$ cat config.mk
export PLATFORM = sky130hd
export DESIGN_NAME = sts_sync_latch
export DESIGN_NICKNAME = d
export VERILOG_FILES = /design/src/rtl/sts_sync_latch.sv
export SDC_FILE = /design/constraint.sdc
export NUM_CORES = 1
export LEC_CHECK = 0
export BUFFER_PORTS_ARGS = -buffer_cell sky130_fd_sc_hd__buf_2
export CORE_UTILIZATION = 50
export CTS_CLUSTER_SIZE = 40
export DETAILED_ROUTE_END_ITERATION = 8
export PLACE_DENSITY = 0.73
export SLEW_MARGIN = 20
export SYNTH_ARGS = -nofsm -noshare
export SYNTH_HDL_FRONTEND = slang
export SYNTH_SLANG_ARGS = --single-unit
$ cat constraint.sdc
create_clock -name aclk -period 30.1 [get_ports aclk]
set_input_delay 9.03 -clock aclk [delete_from_list [all_inputs] [get_ports aclk]]
set_output_delay 9.03 -clock aclk [all_outputs]
set_load 0.03 [all_outputs]
$ cat src/rtl/sts_sync_latch.sv
// Brings multi-field status from the SPI domain into the AXI clock domain.
// Each field is synchronized and debounced, then shown as live, sticky and first-fault views.
module sts_sync_latch #(
    parameter int NUM_FIELDS   = 12,
    parameter int FIELD_W      = 8,
    parameter int SYNC_DEPTH   = 3,
    parameter int STABLE_COUNT = 2,
    localparam int IDX_W       = (NUM_FIELDS > 1) ? $clog2(NUM_FIELDS) : 1
) (
    input  logic                          aclk,
    input  logic                          areset,
    input  logic [NUM_FIELDS*FIELD_W-1:0] sts_in,
    input  logic [NUM_FIELDS-1:0]         clr,
    input  logic                          clr_first,
    output logic [NUM_FIELDS*FIELD_W-1:0] sts_stable,
    output logic [NUM_FIELDS*FIELD_W-1:0] sts_sticky,
    output logic                          any_sticky,
    output logic                          first_valid,
    output logic [IDX_W-1:0]              first_field,
    output logic [FIELD_W-1:0]            first_data
);

    localparam int CNT_W = (STABLE_COUNT > 0) ? $clog2(STABLE_COUNT + 1) : 1;

    for (genvar f = 0; f < NUM_FIELDS; f++) begin : g_field
        logic [FIELD_W-1:0] r_sync [SYNC_DEPTH];
        logic [FIELD_W-1:0] r_prev;
        logic [CNT_W-1:0]   r_cnt;
        logic               r_acc_en;
        logic [FIELD_W-1:0] r_acc_dat;
        logic [FIELD_W-1:0] r_stable;
        logic [FIELD_W-1:0] r_sticky;
        logic [FIELD_W-1:0] w_dout;
        logic               w_same;
        logic               w_full;

        assign w_dout = r_sync[SYNC_DEPTH-1];
        assign w_same = (w_dout == r_prev);
        assign w_full = (r_cnt == CNT_W'(STABLE_COUNT));

        // Plain multi-bit chain; skewed captures are rejected by the filter below.
        always_ff @(posedge aclk or posedge areset) begin
            if (areset) begin
                for (int k = 0; k < SYNC_DEPTH; k++) begin
                    r_sync[k] <= '0;
                end
            end else begin
                r_sync[0] <= sts_in[f*FIELD_W +: FIELD_W];
                for (int k = 1; k < SYNC_DEPTH; k++) begin
                    r_sync[k] <= r_sync[k-1];
                end
            end
        end

        // Acceptance is registered once before it reaches the live output so the
        // compare/count path and the status register path stay separated.
        always_ff @(posedge aclk or posedge areset) begin
            if (areset) begin
                r_prev    <= '0;
                r_cnt     <= '0;
                r_acc_en  <= 1'b0;
                r_acc_dat <= '0;
                r_stable  <= '0;
            end else begin
                r_prev <= w_dout;
                if (!w_same) begin
                    r_cnt <= '0;
                end else if (!w_full) begin
                    r_cnt <= r_cnt + CNT_W'(1);
                end
                r_acc_en  <= w_full && w_same;
                r_acc_dat <= w_dout;
                if (r_acc_en) begin
                    r_stable <= r_acc_dat;
                end
            end
        end

        // A bit still active in the live view re-sets the sticky bit even while cleared.
        always_ff @(posedge aclk or posedge areset) begin
            if (areset) begin
                r_sticky <= '0;
            end else begin
                r_sticky <= (clr[f] ? '0 : r_sticky) | r_stable;
            end
        end

        assign sts_stable[f*FIELD_W +: FIELD_W] = r_stable;
        assign sts_sticky[f*FIELD_W +: FIELD_W] = r_sticky;
    end

    assign any_sticky = |sts_sticky;

    logic               w_hit;
    logic [IDX_W-1:0]   w_idx;
    logic [FIELD_W-1:0] w_data;

    // Scan from the top down so the lowest-index nonzero field wins.
    always_comb begin
        w_hit  = 1'b0;
        w_idx  = '0;
        w_data = '0;
        for (int f = NUM_FIELDS - 1; f >= 0; f--) begin
            if (|sts_stable[f*FIELD_W +: FIELD_W]) begin
                w_hit  = 1'b1;
                w_idx  = IDX_W'(f);
                w_data = sts_stable[f*FIELD_W +: FIELD_W];
            end
        end
    end

    logic               r_first_valid;
    logic [IDX_W-1:0]   r_first_field;
    logic [FIELD_W-1:0] r_first_data;

    always_ff @(posedge aclk or posedge areset) begin
        if (areset) begin
            r_first_valid <= 1'b0;
            r_first_field <= '0;
            r_first_data  <= '0;
        end else if (clr_first) begin
            r_first_valid <= 1'b0;
        end else if (!r_first_valid && w_hit) begin
            r_first_valid <= 1'b1;
            r_first_field <= w_idx;
            r_first_data  <= w_data;
        end
    end

    assign first_valid = r_first_valid;
    assign first_field = r_first_field;
    assign first_data  = r_first_data;

endmodule

==> impl_results.md, run 1 <==
- Outcome: complete, no violations
- Xor/xnor cell area share of the yosys netlist: 4.60%
- Vias in the first global route: 12.6k
- Max cap viols: 0
- Max H-tree Level: 2
- Synth Area per Inst: 15.8 um2
- Yosys reg bits: 625
- CP Launch Point: g_field[11].r_sticky[0]
- Core area: 40,200 um2
- Fmax: 83.8 MHz
- Setup TNS: 0 ns
- Post-Synthesis Cell Area: 20,600 um2
- Dpl ws: 18.22 ns
- CP Max Fanout: 3
- Worst EP required: 21.07 ns
- PortBufs: 316
- # nets final: 1,789
- Detailed-route via count: 12.1k
- Share of the synthesized area in the top cell type: 76.1%
- Main synth FF type: dfrtp_1
- Starting Density: 51.2%
- Post-synthesis mux area share: 5.28%
- Min cycle time layout: 11.94 ns
- Leak Pwr: 13.5 nW
- Largest family of logic cells by synthesized area: compound AO/OA/AOI/OAI gates
- Crit. End Element: output pin
- Global route total overflow: 0
- Max Buffers Root-to-Sink: 3
- Syn Nets: 1,421
- R2R Setup Slk: 27.14 ns
- Number of remaining DRC errors: 0
- Synth top area cells: dfrtp_1 (76%), mux2_2 (5.0%), xor2_1 (4.6%)
- CP endpoint: any_sticky
- Placer Congestion: 0.899
- Cell row count: 73
- Cells on worst reg2reg path: 6
- Crit path launch type: register
- Hold buffer count at cts: 0
- Class of the tightest hold or removal check: register to register
- Pwr Density: 69.5 nW/um2
- Maximum vdd ir drop: 0.0509 mV
- Ys async rst share: 100%
- Synth cell types: 48
- Post-synthesis sequential area ratio: 76.1%
- HPWL Detailed: 36,000 um
- Worst-Skew Late Latency: 0.64 ns
- First-pass DRT Iterations: 5
- Crit Path Class: register to output pin
- All-Layer GR Usage: 24.0%
- Die width: 205 um
- Top-count cell post-synth: dfrtp_1
- Post-CTS Resized: 0
- R2R Path End: first_field[1]
- Final hold slack: 0.338 ns
- Post-Synthesis Cells: 1,298
- Simple-gate share of the synthesized area: 5.77%
- Initial antenna violation count: 3
- Die Height: 205 um
- Commonest cells in the netlist: dfrtp_1 (625), xor2_1 (108), a21o_1 (99)
- Initial DRC count: 796
- Fillers: 2,983
- Slew @ Worst Pin: 0.989 ns
- Layout cell share with drive strength beyond 1: 30.6%
- Synth Area in Compound Gates: 6.61%
- Final setup margin: 18.16 ns
- Final setup skew: 0.0355 ns
- Slew Limit Fails: 0
- DIE AREA: 41,900 um2
- Post-CTS Setup Bufs: 0
- Antenna Nets Post-Route: 0
- CTS tree: done
- CP arrival: 2.91 ns
- WL/cell: 22.0 um
- Placed cells: 2,128
- Max transition margin: 34.1%
- Pin count of the biggest net entering global routing: 142
- Total CTS buffers: 60
- Final count of hold timing violations: 0
- Yosys warns: 0
- Clock sink total: 625
- Global-route wire length before repair: 74,100 um
- Clock Tree Root: clkbuf_16
- # setup viols final: 0
- Clk slew on worst S/H paths: 0.06 ns
- Synth area leader: dfrtp_1
- Non-Filler Instances: 2,241
- Vias per cell: 5.38
- Ports: 317
- Number of synthesized flops with an enable pin: 0
- Layout-stage area growth over the synthesis result: 21.1%
- Routed WL: 49,400 um
- RSZ-0062 raised after global routing: false
- Synth Area in Adders: 0.730%
- Reg2Reg Launch Point: g_field[0].r_stable[4]
- Final Cycle Share: 39.7%
- Tot Pwr: 1.73 mW
layout by cell type, fill, tap and decap left out, drive strengths merged, types with 4 or more instances in the layout:
| cell | n |
|---|---|
| bufinv | 6 |
| nand4 | 9 |
| clkinv | 12 |
| xor2 | 108 |
| and3 | 14 |
| nand2 | 28 |
| a221o | 4 |
| a21o | 100 |
| a2111oi | 7 |
| a31oi | 5 |
| nor4 | 73 |
| inv | 35 |
| buf | 323 |
| mux2 | 92 |
| nor2 | 61 |
| ha | 12 |
| and2 | 7 |
| o21ai | 10 |
| dfrtp | 625 |
| mux2i | 5 |
| nor3 | 7 |
| a41o | 4 |
| clkbuf | 87 |
| nor4b | 5 |
| a21oi | 34 |
| o22ai | 7 |
| o31ai | 5 |
worst max-delay path, cell delays in order, from the launching register on:
cell,delay [ns]
dfrtp_1,0.41
nor4_1,0.78
nand4_1,0.31
nor4_1,0.31
nand2_1,0.23
buf_2,0.24
final cells by class:
cell class                      instances  area [um2]  share of cell area [%]
Multi-Input combinational cell        623        4730                    19.0
Sequential cell                       625       15600                    62.8
Antenna cell                            2        5.00                  0.0201
Inverter                               33         131                   0.527
Clock buffer                           87        1760                    7.08
Clock inverter                         23         328                    1.32
Timing Repair Buffer                  323        1660                    6.66
Tap cell                              525         657                    2.64
logic make-up (layout without fill, tap and decap cells):
| kind of cell | count (synthesis) | count (layout) |
|---|---|---|
| other cells | 0 | 2 |
| simple gates | 216 | 216 |
| fa+ha+maj | 12 | 12 |
| flops | 625 | 625 |
| mux | 97 | 97 |
| xor+xnor | 108 | 108 |
| buf+inv | 50 | 466 |
| compound gates | 190 | 190 |
sequential cells by signal, indices dropped and copies added, names as in the netlist:
| register | flops |
|---|---|
| first_data | 8 |
| first_field | 4 |
| first_valid | 1 |
| g_field.r_acc_dat | 96 |
| g_field.r_acc_en | 12 |
| g_field.r_cnt | 24 |
| g_field.r_stable | 96 |
| g_field.r_sticky | 96 |
| g_field.r_sync | 192 |
| g_field.w_dout | 96 |
report_power, final:
| group | total [mW] | leakage (nW) | internal (mW) | switching [mW] |
|---|---|---|---|---|
| clock network | 0.774 | 1.02 | 0.459 | 0.315 |
| registers | 0.888 | 7.83 | 0.872 | 0.0166 |
| logic | 0.0703 | 4.65 | 0.0216 | 0.0487 |
layer usage:
| layer | vias to the layer above | GRT usage (%) | part of all wire, % |
|---|---|---|---|
| li1 | 5296 | - | - |
| met5 | - | 0 | 0.026 |
| met4 | 2 | 8.50 | 3.2 |
| met1 | 6239 | 30.2 | 39 |
| met2 | 426 | 38.5 | 48 |
| met3 | 98 | 8.54 | 9.4 |
metrics by stage:
| stage | cell area [um2] | util [%] |
|---|---|---|
| after floorplan | 20600 | - |
| after global placement | 22800 | 56.7 |
| after detailed placement | 22800 | 56.7 |
| after CTS | 24900 | 61.9 |
| after global routing | 24900 | 62.0 |
| final | 24900 | 62.0 |
how the worst min path moves through the flow:
stage                                from                    end  slack [ns]  cells past startpoint
floorplan           g_field[0].r_sync[18]  g_field[0].r_sync[10]        0.33                      0
global placement     g_field[1].r_sync[9]   g_field[1].w_dout[1]        0.33                      0
detailed placement   g_field[0].r_sync[9]   g_field[0].w_dout[1]        0.33                      0
CTS                 g_field[6].r_sync[10]   g_field[6].w_dout[2]        0.35                      0
global route        g_field[8].r_sync[12]   g_field[8].w_dout[4]        0.35                      0
finish              g_field[1].r_sync[15]   g_field[1].w_dout[7]        0.34                      0
Note: power is estimated with default switching activity, not from simulation.
==> run 2, diff against run 1 <==
--- a/config.mk
+++ b/config.mk
@@ -9,7 +9,7 @@
 export CORE_UTILIZATION = 50
 export CTS_CLUSTER_SIZE = 40
 export DETAILED_ROUTE_END_ITERATION = 8
-export PLACE_DENSITY = 0.73
+export PLACE_DENSITY = 0.75
 export SLEW_MARGIN = 20
 export SYNTH_ARGS = -nofsm -noshare
 export SYNTH_HDL_FRONTEND = slang
==> constraint.sdc (replaced) <==
create_clock -name aclk -period 9.6 [get_ports aclk]
set_input_delay 2.88 -clock aclk [delete_from_list [all_inputs] [get_ports aclk]]
set_output_delay 2.88 -clock aclk [all_outputs]
set_load 0.03 [all_outputs]
==> impl_results.md, run 2 (same netlist as run 1, synthesis figures left out) <==
- Antenna Nets Post-Route: 0
- Layout cell share with drive strength beyond 1: 30.3%
- Vias in the first global route: 12.6k
- Routed WL: 50,600 um
- Pwr Density: 217 nW/um2
- Min cycle time layout: 5.46 ns
- Worst-Skew Late Latency: 0.61 ns
- Leak Pwr: 13.5 nW
- Cell row count: 73
- Fmax: 183 MHz
- Slew Limit Fails: 0
- Placed cell area: 22,800 um2
- Placer Congestion: 0.900
- Final count of hold timing violations: 0
- Global-route wire length before repair: 75,800 um
- Max transition margin: 36.9%
- Final setup margin: 4.14 ns
- Post-CTS Setup Bufs: 0
- Clk slew on worst S/H paths: 0.06 ns
- CTS tree: done
- Initial antenna violation count: 1
- Initial DRC count: 712
- WL/cell: 22.6 um
- Clock Tree Root: clkbuf_16
- Outcome: complete, no violations
- Fin area: 24,900 um2
- Crit path cell chain: nor4_1 -> nand4_1 -> nor4_1 -> nand2_1 -> buf_2
- All-Layer GR Usage: 24.7%
- Maximum vdd ir drop: 0.177 mV
- Slew @ Worst Pin: 0.947 ns
- Ports: 317
- Fillers: 2,928
- Max stage delay on crit path: 0.64 ns
- Crit. End Element: output pin
- Global route total overflow: 0
- HPWL Detailed: 36,800 um
- Pin count of the biggest net entering global routing: 187
- Dpl ws: 4.78 ns
- # nets final: 1,787
- CP max stage cell: nor4_1
- Number of remaining DRC errors: 0
- CP arrival: 2.58 ns
- Vias per cell: 5.40
- Core area: 40,200 um2
- Max H-tree Level: 2
- Worst EP required: 6.72 ns
- Placed cells: 2,126
- Max Buffers Root-to-Sink: 3
- Final setup skew: 0.0205 ns
- PortBufs: 316
- Commonest cells after routing, fill and taps aside: dfrtp_1 (625), buf_2 (316), xor2_1 (108), a21o_1 (99), mux2_2 (92)
- Post-CTS Resized: 0
- RSZ-0062 raised after global routing: false
- Biggest register: g_field.r_sync
- Detailed-route via count: 12.1k
- Die Height: 205 um
- Commonest non-fill, non-tap cell in the layout: dfrtp_1
- Final core utilization: 61.9%
- # setup viols final: 0
- Max cap viols: 0
- Final Cycle Share: 56.9%
- CP top delay family: simple AND/OR/NAND/NOR gates
- Tot Pwr: 5.38 mW
- DIE AREA: 41,900 um2
- Total CTS buffers: 60
- Hold buffer count at cts: 0
- Cell mode on critical path: nor4_1
- Class of the tightest hold or removal check: register to register
- WP buf/inv: 1
- First-pass DRT Iterations: 5
- Layout-stage area growth over the synthesis result: 20.9%
- Crit Path Class: register to output pin
- Number of flip-flops in the largest register: 192
- Non-Filler Instances: 2,238
- CP Max Fanout: 3
- Die width: 205 um
- Starting Density: 51.2%
- Clock sink total: 625
- Crit path launch type: register
## run 2: layout make-up
class                   instances  area (um2)  share of cell area (%)
flip-flops and latches        625       15600                    62.9
multi-input cells             623        4730                    19.0
clock buffers                  90        1780                    7.14
repair buffers                321        1680                    6.74
well taps                     525         657                    2.64
clock inverters                19         251                    1.01
inverters                      33         128                   0.513
diodes                          2        5.00                  0.0201
## run 2: per-stage QoR
step                      hold WS [ns]   TNS, ns
after global routing             0.349         0
final                            0.342         0
after global placement           0.331         0
after CTS                        0.346         0
after detailed placement         0.335         0
after floorplan                  0.331  -1133.07
## run 2: power by group
group | switching, mW | internal, mW | total, mW | leakage [nW]
Sequential | 0.0537 | 2.73 | 2.79 | 7.83
Clock | 0.966 | 1.41 | 2.38 | 1.00
Combinational | 0.152 | 0.0685 | 0.220 | 4.65
Total | 1.17 | 4.21 | 5.38 | 13.5
## run 2: path summary, 6_finish.rpt
path | startpoint | end | slack [ns] | cells past startpoint
setup / recovery | g_field[7].r_sticky[1] | any_sticky | 4.14 | 5
hold / removal | g_field[4].r_sync[15] | g_field[4].w_dout[7] | 0.34 | 0
setup reg to reg | g_field[4].r_stable[4] | first_data[6] | 6.62 | 6
hold reg to reg | g_field[4].r_sync[15] | g_field[4].w_dout[7] | 0.34 | 0
max in group asynchronous | areset | g_field[2].r_stable[3] | 5.84 | 4
min in group asynchronous | areset | g_field[7].r_sync[10] | 2.37 | 2
## run 2: layer usage
layer	up-vias	track usage, %	part of all wire (%)	routed length, um
met4	0	10.7	3.7	1860
li1	5295	-	-	-
met1	6239	30.4	38	19200
met5	-	0	0	0
met2	443	38.9	48	24300
met3	106	9.59	10	5260
==> run 3, diff against run 2 <==
==> constraint.sdc (replaced) <==
create_clock -name aclk -period 4.4 [get_ports aclk]
set_input_delay 1.32 -clock aclk [delete_from_list [all_inputs] [get_ports aclk]]
set_output_delay 1.32 -clock aclk [all_outputs]
set_load 0.03 [all_outputs]
==> impl_results.md, run 3 (same netlist as run 1, synthesis figures left out) <==
- Layout-stage area growth over the synthesis result: 20.8%
- Max H-tree Level: 2
- Placer Congestion: 0.940
- Commonest cells after routing, fill and taps aside: dfrtp_1 (625), buf_2 (316), xor2_1 (108), a21o_1 (99), mux2_2 (92)
- Leak Pwr: 13.5 nW
- # nets final: 1,795
- Final setup skew: 0.0247 ns
- Starting Density: 51.2%
- Number of remaining DRC errors: 0
- Routed WL: 49,300 um
- Final Cycle Share: 90.4%
- Ant diodes: 0
- Clock Tree Root: clkbuf_16
- Clock sink total: 625
- Core area: 40,200 um2
- Worst EP required: 3.08 ns
- Min cycle time layout: 3.98 ns
- Maximum vdd ir drop: 0.356 mV
- Total CTS buffers: 59
- Pwr Density: 462 nW/um2
- Global-route wire length before repair: 74,500 um
- Layout cell share with drive strength beyond 1: 30.6%
- Post-CTS Resized: 0
- Crit. End Element: output pin
- PortBufs: 316
- Crit path launch type: register
- Biggest register: g_field.r_sync
- DIE AREA: 41,900 um2
- Tot Pwr: 11.5 mW
- Slew Limit Fails: 0
- First-pass DRT Iterations: 5
- # setup viols final: 0
- Worst-Skew Late Latency: 0.62 ns
- Outcome: complete, no violations
- Crit Path Class: register to output pin
- Commonest non-fill, non-tap cell in the layout: dfrtp_1
- Slew @ Worst Pin: 0.864 ns
- Fin area: 24,800 um2
- CP arrival: 2.66 ns
- Clk slew on worst S/H paths: 0.06 ns
- Max transition margin: 41.9%
- Fillers: 2,951
- WL/cell: 22.0 um
- Number of flip-flops in the largest register: 192
- Class of the tightest hold or removal check: register to register
- All-Layer GR Usage: 24.2%
- Max Buffers Root-to-Sink: 3
- RSZ-0062 raised after global routing: false
- Pin count of the biggest net entering global routing: 136
- Initial DRC count: 654
- Vias per cell: 5.30
- Initial antenna violation count: 1
- Die Height: 205 um
- Global route total overflow: 0
- Final hold slack: 0.341 ns
- Placed cell area: 22,900 um2
- HPWL Detailed: 36,200 um
- Detailed-route via count: 11.9k
- CP Max Fanout: 3
- Antenna Nets Post-Route: 0
- Cell row count: 73
- Max cap viols: 0
- Ports: 317
- Fmax: 251 MHz
- Post-CTS Setup Bufs: 0
- Vias in the first global route: 12.5k
- CTS tree: done
- Die width: 205 um
- Final count of hold timing violations: 0
- Hold buffer count at cts: 0
## run 3: cell types whose count changed in the layout (fill, tap and decap cells not counted), sizes merged
cell / change
bufinv: -2
clkbuf: -9
diode: -2
inv: -1
clkinv: +3
buf: +9
clkinvlp: +2
## run 3: final cells by class
class / instances / area [um2] / share of cell area, %
repair buffers: 330 / 1790 / 7.19
multi-input cells: 623 / 4730 / 19.1
flip-flops and latches: 625 / 15600 / 63.0
inverters: 33 / 128 / 0.514
clock inverters: 21 / 213 / 0.856
well taps: 525 / 657 / 2.64
clock buffers: 81 / 1680 / 6.77
## run 3: metrics by stage
stage          cells  util (%)  TNS (ns)  worst slack (ns)
2_1_floorplan   1298         -  -3408.07             -5.45
5_1_grt         2238      61.8         0             0.197
3_3_place_gp    2136      57.1         0             0.805
4_1_cts         2238      61.8         0             0.196
6_report        2238      61.8         0             0.421
3_5_place_dp    2136      57.1         0             0.860
## run 3: report_power, final
part	internal [mW]	switching, mW
registers	5.96	0.117
clock network	2.83	2.07
logic	0.159	0.334
total	8.96	2.52
## run 3: path summary, 6_finish.rpt
| path | endpoint | slack [ns] | cells after the start | from |
|---|---|---|---|---|
| hold reg to reg | g_field[11].w_dout[2] | 0.34 | 0 | g_field[11].r_sync[10] |
| setup reg to reg | first_data[4] | 1.49 | 6 | g_field[4].r_stable[4] |
| hold / removal | g_field[11].w_dout[2] | 0.34 | 0 | g_field[11].r_sync[10] |
| max in group asynchronous | g_field[7].r_sync[16] | 2.54 | 4 | areset |
| setup / recovery | any_sticky | 0.42 | 5 | g_field[10].r_sticky[5] |
| min in group asynchronous | g_field[10].r_stable[2] | 0.79 | 2 | areset |
## run 3: metal layers
layer	routed length, um	GRT usage (%)	vias up
met5	13	0	-
met4	1800	10.1	2
met3	4530	8.54	97
met2	23500	38.9	381
met1	19400	29.7	6091
li1	-	-	5295
## run 3: worst max-delay path: stages (launching register included)
cell and delay, ns:
dfrtp_1 0.41, nor4_1 0.63, nand4_1 0.29, nor4_1 0.31, nand2_1 0.20, buf_2 0.23
